File: src/rtl/dist_bcd_conv_pkg.sv
// dist_bcd_conv_pkg
// Shared definitions for the distance binary-to-BCD converter and the
// downstream five-digit display driver.
//   - state_t      : converter FSM states
//   - NUM_DIGITS   : number of BCD digits produced
//   - BCD_W        : width of the packed BCD result
//   - *_DEFAULT    : default input width and clamp value
//   - *_IDX        : nibble position of each digit inside the packed BCD word
package dist_bcd_conv_pkg;

    typedef enum logic [1:0] {
        ST_IDLE   = 2'd0,
        ST_SHIFT  = 2'd1,
        ST_FINISH = 2'd2
    } state_t;

    localparam int NUM_DIGITS      = 5;
    localparam int BCD_W           = 4 * NUM_DIGITS;
    localparam int DATA_W_DEFAULT  = 17;
    localparam int MAX_VAL_DEFAULT = 99999;

    // Nibble index of each digit, most significant first.
    localparam int HUNDRED_IDX   = 4;
    localparam int TEN_IDX       = 3;
    localparam int ONE_IDX       = 2;
    localparam int D_TEN_IDX     = 1;
    localparam int D_HUNDRED_IDX = 0;

endpackage

File: src/rtl/dist_bcd_conv_bcd_add3.sv
// bcd_add3
// Combinational double-dabble correction for one BCD nibble: a nibble of
// 5 or more gets 3 added so that the following left shift carries into the
// next decimal digit.
//   nib_in  : current nibble value (0..9)
//   nib_out : corrected nibble
module bcd_add3 (
    input  logic [3:0] nib_in,
    output logic [3:0] nib_out
);

    // Only nibbles 0..9 ever arrive here, so the sum stays within 4 bits.
    assign nib_out = (nib_in >= 4'd5) ? (nib_in + 4'd3) : nib_in;

endmodule

File: src/rtl/dist_bcd_conv.sv
// dist_bcd_conv
// Sequential binary-to-BCD converter feeding the 7-segment display driver.
// The input distance (0.01 cm per LSB) is clamped to MAX_VAL, then converted
// one bit per clock using shift-and-add-3. The digit outputs are updated in
// a single edge once the conversion is complete.
//   CLK        : system clock
//   RST        : asynchronous, active-high reset
//   Dist_In    : binary distance, sampled when Dist_Valid is high in IDLE
//   Dist_Valid : one-cycle conversion request (ignored while Busy)
//   Busy       : conversion in progress
//   Done       : one-cycle pulse when the digit outputs update
//   Overflow   : last completed input exceeded MAX_VAL
//   Hundred..D_Hundred : BCD digits of the (clamped) distance
module dist_bcd_conv
    import dist_bcd_conv_pkg::*;
#(
    parameter int DATA_W  = DATA_W_DEFAULT,
    parameter int MAX_VAL = MAX_VAL_DEFAULT
) (
    input  logic              CLK,
    input  logic              RST,
    input  logic [DATA_W-1:0] Dist_In,
    input  logic              Dist_Valid,
    output logic              Busy,
    output logic              Done,
    output logic              Overflow,
    output logic [3:0]        Hundred,
    output logic [3:0]        Ten,
    output logic [3:0]        One,
    output logic [3:0]        D_Ten,
    output logic [3:0]        D_Hundred
);

    localparam int                CNT_W    = $clog2(DATA_W + 1);
    localparam logic [DATA_W-1:0] MAX_IN   = DATA_W'(MAX_VAL);
    localparam logic [CNT_W-1:0]  LAST_BIT = CNT_W'(DATA_W - 1);

    state_t             state_q, state_d;
    logic [DATA_W-1:0]  bin_q, bin_d;
    logic [BCD_W-1:0]   bcd_q, bcd_d;
    logic [BCD_W-1:0]   bcd_adj;
    logic [CNT_W-1:0]   bit_cnt_q, bit_cnt_d;
    logic               ovf_pend_q, ovf_pend_d;
    logic               busy_q, busy_d;
    logic               done_q, done_d;
    logic               overflow_q, overflow_d;
    logic [BCD_W-1:0]   digits_q, digits_d;

    // Per-digit add-3 correction applied before every shift.
    for (genvar g = 0; g < NUM_DIGITS; g++) begin : g_adj
        bcd_add3 u_add3 (
            .nib_in  (bcd_q[g*4 +: 4]),
            .nib_out (bcd_adj[g*4 +: 4])
        );
    end

    // Next-state logic: load on request, shift DATA_W times, then publish
    // all digits at once so the display never sees a partial result.
    always_comb begin
        state_d    = state_q;
        bin_d      = bin_q;
        bcd_d      = bcd_q;
        bit_cnt_d  = bit_cnt_q;
        ovf_pend_d = ovf_pend_q;
        busy_d     = busy_q;
        done_d     = 1'b0;
        overflow_d = overflow_q;
        digits_d   = digits_q;

        case (state_q)
            ST_IDLE: begin
                if (Dist_Valid) begin
                    bin_d      = (Dist_In > MAX_IN) ? MAX_IN : Dist_In;
                    bcd_d      = '0;
                    bit_cnt_d  = '0;
                    ovf_pend_d = (Dist_In > MAX_IN);
                    busy_d     = 1'b1;
                    state_d    = ST_SHIFT;
                end
            end
            ST_SHIFT: begin
                // The BCD MSB shifted out is always zero because the clamped
                // value fits in five decimal digits.
                {bcd_d, bin_d} = {bcd_adj, bin_q} << 1;
                bit_cnt_d      = bit_cnt_q + 1'b1;
                if (bit_cnt_q == LAST_BIT) begin
                    state_d = ST_FINISH;
                end
            end
            ST_FINISH: begin
                digits_d   = bcd_q;
                overflow_d = ovf_pend_q;
                done_d     = 1'b1;
                busy_d     = 1'b0;
                state_d    = ST_IDLE;
            end
            default: begin
                state_d = ST_IDLE;
            end
        endcase
    end

    // State and result registers; reset discards any result in flight.
    always_ff @(posedge CLK or posedge RST) begin
        if (RST) begin
            state_q    <= ST_IDLE;
            bin_q      <= '0;
            bcd_q      <= '0;
            bit_cnt_q  <= '0;
            ovf_pend_q <= 1'b0;
            busy_q     <= 1'b0;
            done_q     <= 1'b0;
            overflow_q <= 1'b0;
            digits_q   <= '0;
        end else begin
            state_q    <= state_d;
            bin_q      <= bin_d;
            bcd_q      <= bcd_d;
            bit_cnt_q  <= bit_cnt_d;
            ovf_pend_q <= ovf_pend_d;
            busy_q     <= busy_d;
            done_q     <= done_d;
            overflow_q <= overflow_d;
            digits_q   <= digits_d;
        end
    end

    assign Busy      = busy_q;
    assign Done      = done_q;
    assign Overflow  = overflow_q;
    assign Hundred   = digits_q[HUNDRED_IDX*4   +: 4];
    assign Ten       = digits_q[TEN_IDX*4       +: 4];
    assign One       = digits_q[ONE_IDX*4       +: 4];
    assign D_Ten     = digits_q[D_TEN_IDX*4     +: 4];
    assign D_Hundred = digits_q[D_HUNDRED_IDX*4 +: 4];

endmodule

File: config.mk
export PLATFORM = sky130hd
export DESIGN_NAME = dist_bcd_conv
export DESIGN_NICKNAME = d
export VERILOG_FILES = /design/src/rtl/dist_bcd_conv_pkg.sv /design/src/rtl/dist_bcd_conv_bcd_add3.sv /design/src/rtl/dist_bcd_conv.sv
export SDC_FILE = /design/constraint.sdc
export NUM_CORES = 1
export LEC_CHECK = 0
export ABC_AREA = 1
export CELL_PAD_IN_SITES_DETAIL_PLACEMENT = 1
export CELL_PAD_IN_SITES_GLOBAL_PLACEMENT = 1
export CORE_ASPECT_RATIO = 0.8
export CORE_MARGIN = 2
export CORE_UTILIZATION = 41
export CTS_BUF_LIST = sky130_fd_sc_hd__clkbuf_4 sky130_fd_sc_hd__clkbuf_8
export DETAILED_ROUTE_END_ITERATION = 10
export GPL_ROUTABILITY_DRIVEN = 0
export PLACE_DENSITY_LB_ADDON = 0.1
export SLEW_MARGIN = 20
export SYNTH_ARGS = -nofsm -noshare
export SYNTH_HDL_FRONTEND = slang
export SYNTH_SLANG_ARGS = --single-unit
export TNS_END_PERCENT = 10
File: constraint.sdc
create_clock -name CLK -period 7 [get_ports CLK]
set_clock_uncertainty 0.2 [all_clocks]
set_input_delay 1.4 -clock CLK [delete_from_list [all_inputs] [get_ports CLK]]
set_output_delay 1.4 -clock CLK [all_outputs]
set_load 0.005 [all_outputs]
==> impl_metrics.xml, run 1 <==
<?xml version="1.0" encoding="UTF-8"?>
<metrics>
  <group name="outcome">
    <metric name="status" unit="">finished clean</metric>
  </group>
  <group name="logic_synthesis">
    <metric name="yosys_register_bits" unit="">68</metric>
    <metric name="syn_nets" unit="">434</metric>
    <metric name="synthesis.area" unit="um^2">3272</metric>
    <metric name="yosys_warnings" unit="">0</metric>
    <metric name="synth-edff-count" unit="">0</metric>
    <metric name="synth_common_cells" unit="">nand2_1 (117), dfrtp_1 (68), o21ai_1 (40), nor2_1 (39), inv_1 (35)</metric>
    <metric name="post_synth_main_area_contributors" unit="">dfrtp_1 (52%), nand2_1 (13%), o21ai_1 (6.1%)</metric>
    <metric name="ys_seq_area_frac" unit="">0.5201</metric>
    <metric name="yosys.area.top_type" unit="">dfrtp_1</metric>
    <metric name="dominantRegCellSynth" unit="">dfrtp_1</metric>
    <metric name="synth_top_cell_area_share" unit="">0.5201</metric>
    <metric name="syn_area_per_cell" unit="um^2">8.139</metric>
    <metric name="netlist-cell-type-count" unit="">20</metric>
    <metric name="yosysMostFrequentCell" unit="">nand2_1</metric>
    <metric name="share_of_synthesized_registers_carrying_an_async_set_or_reset" unit="">1.000</metric>
    <metric name="cells_after_synth" unit="">402</metric>
  </group>
  <group name="clock_tree">
    <metric name="clkSlewWorstSetupHoldPaths" unit="ps">70</metric>
    <metric name="cts_inserted_buffers" unit="">9</metric>
    <metric name="post_cts_resize_count" unit="">0</metric>
    <metric name="cts-htree-levels" unit="">3</metric>
    <metric name="clk-insertion-delay-late" unit="ps">340</metric>
    <metric name="post-cts-setup-buffers" unit="">0</metric>
    <metric name="cts_sinks" unit="">68</metric>
    <metric name="max-clock-path-buffers" unit="">2</metric>
    <metric name="holdBufCountCts" unit="">0</metric>
    <metric name="root_buffer" unit="">clkbuf_8</metric>
    <metric name="cts_tree" unit="">yes</metric>
  </group>
  <group name="setup_path">
    <metric name="worst_path_bufs_invs" unit="">1</metric>
    <metric name="critical_path.startpoint_type" unit="">register</metric>
    <metric name="timing.critical_path.depth" unit="">1</metric>
    <metric name="required" unit="ps">5400</metric>
    <metric name="worstPathMaxFanout" unit="">2</metric>
    <metric name="worst-r2r-setup-slack" unit="ps">4980</metric>
    <metric name="cell_breakdown_of_the_critical_path" unit="">clkdlybuf4s50_1</metric>
    <metric name="timing.setup.critical_path_class" unit="">reg -&gt; out</metric>
    <metric name="crit_slowest_cell" unit="">clkdlybuf4s50_1</metric>
    <metric name="critical_path.top_delay_family" unit="">buffers and inverters</metric>
    <metric name="crit_path_end_kind" unit="">output port</metric>
    <metric name="timing.rr.end" unit="">bcd_q[11]$_DFFE_PP0P_</metric>
    <metric name="r2r_start" unit="">state_q[0]$_DFFE_PP0P_</metric>
    <metric name="reg2regPathDepth" unit="">4</metric>
    <metric name="worstPathArrival" unit="ps">1210</metric>
    <metric name="max_stage_delay" unit="ps">520</metric>
  </group>
  <group name="die">
    <metric name="top_level_ports" unit="">43</metric>
    <metric name="initial_core_util" unit="">0.4175</metric>
    <metric name="floorplan.die_area" unit="um^2">8715</metric>
    <metric name="core_region" unit="um^2">7838</metric>
    <metric name="die_boundary_height" unit="um">83.90</metric>
    <metric name="rows" unit="">29</metric>
    <metric name="die_w" unit="um">103.9</metric>
  </group>
  <group name="layout">
    <metric name="layoutNonFillerInstCount" unit="">554</metric>
    <metric name="postLayoutCoreUtil" unit="">0.5018</metric>
    <metric name="filler_cell_count" unit="">978</metric>
    <metric name="final_layout_size_suffix_gt1_frac" unit="">0.05605</metric>
    <metric name="area.sequential" unit="um^2">1702</metric>
    <metric name="fin_nets" unit="">475</metric>
    <metric name="layout.cell_area.non_filler" unit="um^2">3933</metric>
    <metric name="insertedDiodeCount" unit="">0</metric>
    <metric name="multiInputGateArea" unit="um^2">1345</metric>
    <metric name="synthToLayoutAreaGrowth" unit="%">20.19</metric>
  </group>
  <group name="placed_design">
    <metric name="half_perimeter_wire_length_after_placement" unit="um">5140</metric>
    <metric name="dp.cells" unit="">540</metric>
    <metric name="dp_slack" unit="ps">3829</metric>
    <metric name="portBuffers" unit="">42</metric>
    <metric name="postPlaceCellArea" unit="um^2">3767</metric>
  </group>
  <group name="power">
    <metric name="design_power_total" unit="mW">1.716</metric>
    <metric name="powerDensity" unit="nW/um^2">436.3</metric>
    <metric name="vdd_drop_max" unit="mV">0.2497</metric>
    <metric name="p_int" unit="mW">1.012</metric>
    <metric name="sequentialPowerShare" unit="">0.401</metric>
    <metric name="cellLeakagePower" unit="nW">1.898</metric>
    <metric name="power_switching_share" unit="">0.4101</metric>
    <metric name="comb_power_share" unit="">0.433</metric>
    <metric name="clkPwrFrac" unit="">0.166</metric>
    <metric name="total_switching_power" unit="mW">0.7035</metric>
  </group>
  <group name="routing">
    <metric name="dr_total_vias" unit="">2734</metric>
    <metric name="detailedRoute.firstIterationViolations" unit="">124</metric>
    <metric name="drt.antenna.violating_nets" unit="">0</metric>
    <metric name="drt-wirelength-per-cell" unit="um">13.59</metric>
    <metric name="vias_per_cell" unit="">4.935</metric>
    <metric name="first_pass_detailed_route_iteration_total" unit="">4</metric>
    <metric name="remaining_drc_errors" unit="">0</metric>
    <metric name="finalWirelength" unit="um">7529</metric>
  </group>
  <group name="global_routing">
    <metric name="grt_ovf" unit="">0</metric>
    <metric name="grt_pass1_wl" unit="um">13280</metric>
    <metric name="first_global_vias" unit="">2916</metric>
    <metric name="number_of_antenna_violations_at_the_first_check_in_global_routing" unit="">0</metric>
    <metric name="grt_max_degree" unit="">69</metric>
    <metric name="total_track_usage" unit="">0.1888</metric>
  </group>
  <group name="sta">
    <metric name="setup_repair_after_global_routing_missed_its_margin" unit="">false</metric>
    <metric name="max-slew-margin-rel" unit="">0.3193</metric>
    <metric name="fin_ws" unit="ps">4187</metric>
    <metric name="period_needed" unit="ps">2813</metric>
    <metric name="hold_viol" unit="">0</metric>
    <metric name="hold-worst-slack" unit="ps">274.7</metric>
    <metric name="fmax" unit="MHz">355.5</metric>
    <metric name="final_max_slew_viol_count" unit="">0</metric>
    <metric name="timing.setup.tns" unit="ps">0</metric>
    <metric name="final-setup-viol-count" unit="">0</metric>
    <metric name="final_clock_period_utilization_by_the_worst_path" unit="">0.4019</metric>
    <metric name="tightest_slew" unit="ps">1019</metric>
  </group>
  <group name="hold_path">
    <metric name="launch_instance_of_the_worst_min_delay_path" unit="">Busy$_DFFE_PP0P_</metric>
    <metric name="holdPathEnd" unit="">Busy$_DFFE_PP0P_</metric>
    <metric name="timing.hold.worst_path_depth" unit="">2</metric>
    <metric name="worstHoldPathType" unit="">reg -&gt; reg</metric>
  </group>
  <group name="flow_run">
    <metric name="maxCapViolCount" unit="">0</metric>
  </group>
</metrics>
-- how the worst max path moves through the flow --
stage / to / slack (ps) / startpoint
final: D_Hundred[1] / 4190 / digits_q[1]$_DFFE_PP0P_
after global routing: bin_q[15]$_DFFE_PP0P_ / 4110 / Dist_Valid
after CTS: Overflow / 4150 / Overflow$_DFFE_PP0P_
after detailed placement: bin_q[15]$_DFFE_PP0P_ / 3830 / Dist_Valid
after global placement: bin_q[15]$_DFFE_PP0P_ / 3930 / Dist_Valid
after floorplan: Busy$_DFFE_PP0P_ / 3690 / RST
-- tightest hold or removal path: cells and delay by family, from the launching register on --
kind | cells | cell delay [ps]
flops | 1 | 340
simple gates | 2 | 100
-- cells in the final DEF, fill, tap and decap left out --
cell type	count
a21oi_1	8
a22oi_1	7
buf_4	2
clkbuf_4	2
clkbuf_8	10
clkdlybuf4s50_1	42
clkinv_2	1
clkinvlp_4	1
dfrtp_1	68
ha_1	12
inv_1	34
inv_2	6
nand2_1	117
nand3_1	25
nand3_2	1
nand4_1	4
nor2_1	39
nor2_4	1
o211ai_1	2
o21ai_0	18
o21ai_1	40
o21ai_2	1
o22ai_1	4
or2_1	1
-- power groups by stage --
stage / Combinational [mW] / Clock (mW) / Sequential, mW
6_report: 0.743 / 0.284 / 0.688
5_1_grt: 0.875 / 0.309 / 0.716
4_1_cts: 0.759 / 0.296 / 0.690
3_5_place_dp: 0.756 / 0 / 0.696
3_3_place_gp: 0.722 / 0 / 0.689
2_1_floorplan: 0.538 / 0 / 0.666
-- registers in the layout, summed over array words and instances, names as in the netlist --
register    cells
Overflow        1
bcd_q          20
bin_q          17
bit_cnt_q       5
Busy            1
state_q         2
Done            1
ovf_pend_q      1
digits_q       20
-- kinds of logic after synthesis --
kind of cell,count (synthesis),share of synthesized area
buffers and inverters,54,0.06883
AO/OA/AOI/OAI,80,0.1319
adder cells (fa/ha/maj),12,0.04589
flip-flops,68,0.5201
AND/OR/NAND/NOR,188,0.2333
-- final cells by class --
class,instances,area share
Tap cell,108,0.03436
Multi-Input combinational cell,280,0.3420
Timing Repair Buffer,44,0.1107
Clock buffer,12,0.03882
Clock inverter,2,0.003182
Inverter,40,0.03818
Sequential cell,68,0.4327
-- routing by layer --
| metal | global-route usage | part of all wire | vias to the layer above |
|---|---|---|---|
| met5 | 0 | 0 | - |
| met4 | 0.05897 | 0.012 | 0 |
| met3 | 0.03825 | 0.025 | 8 |
| met2 | 0.3272 | 0.47 | 28 |
| met1 | 0.2386 | 0.49 | 1319 |
| li1 | - | - | 1379 |
Power figures use the tool's default switching activity.
==> inputs of run 2 (changes only) <==
CORE_UTILIZATION = 38   (was 41)
clock period = 2.44 ns   (was 7 ns; I/O delays follow)
==> run 2 against run 1 <==
Net effect: global-route usage decreased by 0.59 points; critical path depth unchanged; die area increased by 7.6%; first-iteration DRC count decreased by 25%; highest routed layer unchanged.
==> impl_metrics.xml, run 2 (synthesized netlist as in run 1, its figures left out) <==
<?xml version="1.0" encoding="UTF-8"?>
<metrics>
  <group name="power">
    <metric name="design_power_total" unit="mW">5.253</metric>
    <metric name="powerDensity" unit="nW/um^2">1298</metric>
    <metric name="cellLeakagePower" unit="nW">1.951</metric>
    <metric name="vdd_drop_max" unit="mV">0.4892</metric>
  </group>
  <group name="die">
    <metric name="die_w" unit="um">107.7</metric>
    <metric name="die_boundary_height" unit="um">87.00</metric>
    <metric name="core_region" unit="um^2">8408</metric>
    <metric name="top_level_ports" unit="">43</metric>
    <metric name="rows" unit="">30</metric>
    <metric name="initial_core_util" unit="">0.3891</metric>
    <metric name="floorplan.die_area" unit="um^2">9373</metric>
  </group>
  <group name="clock_tree">
    <metric name="cts_sinks" unit="">68</metric>
    <metric name="clkSlewWorstSetupHoldPaths" unit="ps">70</metric>
    <metric name="clk-insertion-delay-late" unit="ps">340</metric>
    <metric name="post-cts-setup-buffers" unit="">0</metric>
    <metric name="max-clock-path-buffers" unit="">2</metric>
    <metric name="post_cts_resize_count" unit="">0</metric>
    <metric name="cts_inserted_buffers" unit="">9</metric>
    <metric name="cts-htree-levels" unit="">3</metric>
    <metric name="holdBufCountCts" unit="">0</metric>
    <metric name="root_buffer" unit="">clkbuf_8</metric>
    <metric name="cts_tree" unit="">yes</metric>
  </group>
  <group name="routing">
    <metric name="finalWirelength" unit="um">7804</metric>
    <metric name="detailedRoute.firstIterationViolations" unit="">93</metric>
    <metric name="route.met3.wl" unit="um">244</metric>
    <metric name="first_pass_detailed_route_iteration_total" unit="">4</metric>
    <metric name="remaining_drc_errors" unit="">0</metric>
    <metric name="met1Wirelength" unit="um">3837</metric>
    <metric name="drt-wirelength-per-cell" unit="um">13.86</metric>
    <metric name="drt.antenna.violating_nets" unit="">0</metric>
    <metric name="routed-wl-met2" unit="um">3632</metric>
    <metric name="dr_total_vias" unit="">2788</metric>
    <metric name="routed.top_layer" unit="">met4</metric>
    <metric name="vias_per_cell" unit="">4.952</metric>
  </group>
  <group name="setup_path">
    <metric name="timing.setup.critical_path_class" unit="">reg -&gt; out</metric>
    <metric name="max_stage_delay" unit="ps">510</metric>
    <metric name="worstPathArrival" unit="ps">1240</metric>
    <metric name="critical_path.top_delay_family" unit="">buffers and inverters</metric>
    <metric name="worstPathMaxFanout" unit="">2</metric>
    <metric name="required" unit="ps">1750</metric>
    <metric name="crit_slowest_cell" unit="">clkdlybuf4s50_1</metric>
    <metric name="critical_path.startpoint_type" unit="">register</metric>
    <metric name="crit_path_end_kind" unit="">output port</metric>
    <metric name="worst_path_bufs_invs" unit="">1</metric>
    <metric name="cell_breakdown_of_the_critical_path" unit="">clkdlybuf4s50_1</metric>
  </group>
  <group name="sta">
    <metric name="fmax" unit="MHz">519.9</metric>
    <metric name="hold_viol" unit="">0</metric>
    <metric name="setup_repair_after_global_routing_missed_its_margin" unit="">false</metric>
    <metric name="timing.setup.tns" unit="ps">0</metric>
    <metric name="period_needed" unit="ps">1923</metric>
    <metric name="final-setup-viol-count" unit="">0</metric>
    <metric name="fin_ws" unit="ps">516.6</metric>
    <metric name="tightest_slew" unit="ps">698.6</metric>
    <metric name="final_clock_period_utilization_by_the_worst_path" unit="">0.7883</metric>
    <metric name="max-slew-margin-rel" unit="">0.5336</metric>
    <metric name="final_max_slew_viol_count" unit="">0</metric>
  </group>
  <group name="global_routing">
    <metric name="first_global_vias" unit="">2785</metric>
    <metric name="grt_max_degree" unit="">69</metric>
    <metric name="grt_ovf" unit="">0</metric>
    <metric name="number_of_antenna_violations_at_the_first_check_in_global_routing" unit="">0</metric>
    <metric name="total_track_usage" unit="">0.1829</metric>
    <metric name="grt_pass1_wl" unit="um">13290</metric>
  </group>
  <group name="layout">
    <metric name="insertedDiodeCount" unit="">0</metric>
    <metric name="fin_nets" unit="">478</metric>
    <metric name="area.sequential" unit="um^2">1702</metric>
    <metric name="final_layout_size_suffix_gt1_frac" unit="">0.06652</metric>
    <metric name="multiInputGateArea" unit="um^2">1345</metric>
    <metric name="layout.cell_area.non_filler" unit="um^2">4048</metric>
    <metric name="largest_registers" unit="">bcd_q: 20 flops, digits_q: 20 flops, bin_q: 17 flops</metric>
    <metric name="postLayoutCoreUtil" unit="">0.4814</metric>
    <metric name="layout_commonest_cell" unit="">nand2_1</metric>
    <metric name="filler_cell_count" unit="">1016</metric>
    <metric name="layout_common_cells" unit="">nand2_1 (117), dfrtp_1 (68), clkdlybuf4s50_1 (42), o21ai_1 (40), nor2_1 (39)</metric>
    <metric name="synthToLayoutAreaGrowth" unit="%">23.71</metric>
  </group>
  <group name="placed_design">
    <metric name="postPlaceCellArea" unit="um^2">3807</metric>
    <metric name="portBuffers" unit="">42</metric>
    <metric name="half_perimeter_wire_length_after_placement" unit="um">5421</metric>
    <metric name="dp_slack" unit="ps">321.7</metric>
  </group>
  <group name="hold_path">
    <metric name="worstHoldPathType" unit="">reg -&gt; reg</metric>
  </group>
  <group name="outcome">
    <metric name="status" unit="">finished clean</metric>
  </group>
  <group name="flow_run">
    <metric name="maxCapViolCount" unit="">0</metric>
  </group>
</metrics>
[run 2: layer usage]
| layer | track usage | up-vias |
|---|---|---|
| met2 | 0.2962 | 35 |
| li1 | - | 1391 |
| met5 | 0 | - |
| met3 | 0.04787 | 8 |
| met4 | 0.05245 | 0 |
| met1 | 0.2438 | 1354 |
[run 2: stage by stage]
stage	cells	hold slack [ps]
after global placement	547	263.2
after detailed placement	547	265.5
after CTS	563	285.5
after global routing	563	314.3
after floorplan	402	249.1
final	563	279.8
[run 2: final cells by class]
cell class / count / share of cell area
tap: 112 / 0.03462
timing repair buffer: 47 / 0.1162
inverter: 40 / 0.03709
clock buffer: 13 / 0.04266
sequential: 68 / 0.4204
clock inverter: 3 / 0.01669
multi-input combinational: 280 / 0.3323
[run 2: where the power goes]
part	switching [mW]	internal (mW)
logic	1.27	0.908
registers	0.365	1.62
clock network	0.419	0.671
total	2.05	3.20
[run 2: path summary, 6_finish.rpt]
check,to,depth (start not counted),slack [ps],from
setup / recovery,Overflow,1,520,Overflow$_DFFE_PP0P_
hold / removal,Busy$_DFFE_PP0P_,2,280,Busy$_DFFE_PP0P_
setup reg to reg,bin_q[10]$_DFFE_PP0P_,7,680,state_q[0]$_DFFE_PP0P_
hold reg to reg,Busy$_DFFE_PP0P_,2,280,Busy$_DFFE_PP0P_
max in group asynchronous,digits_q[6]$_DFFE_PP0P_,3,1390,RST
min in group asynchronous,bcd_q[17]$_DFFE_PP0P_,3,340,RST
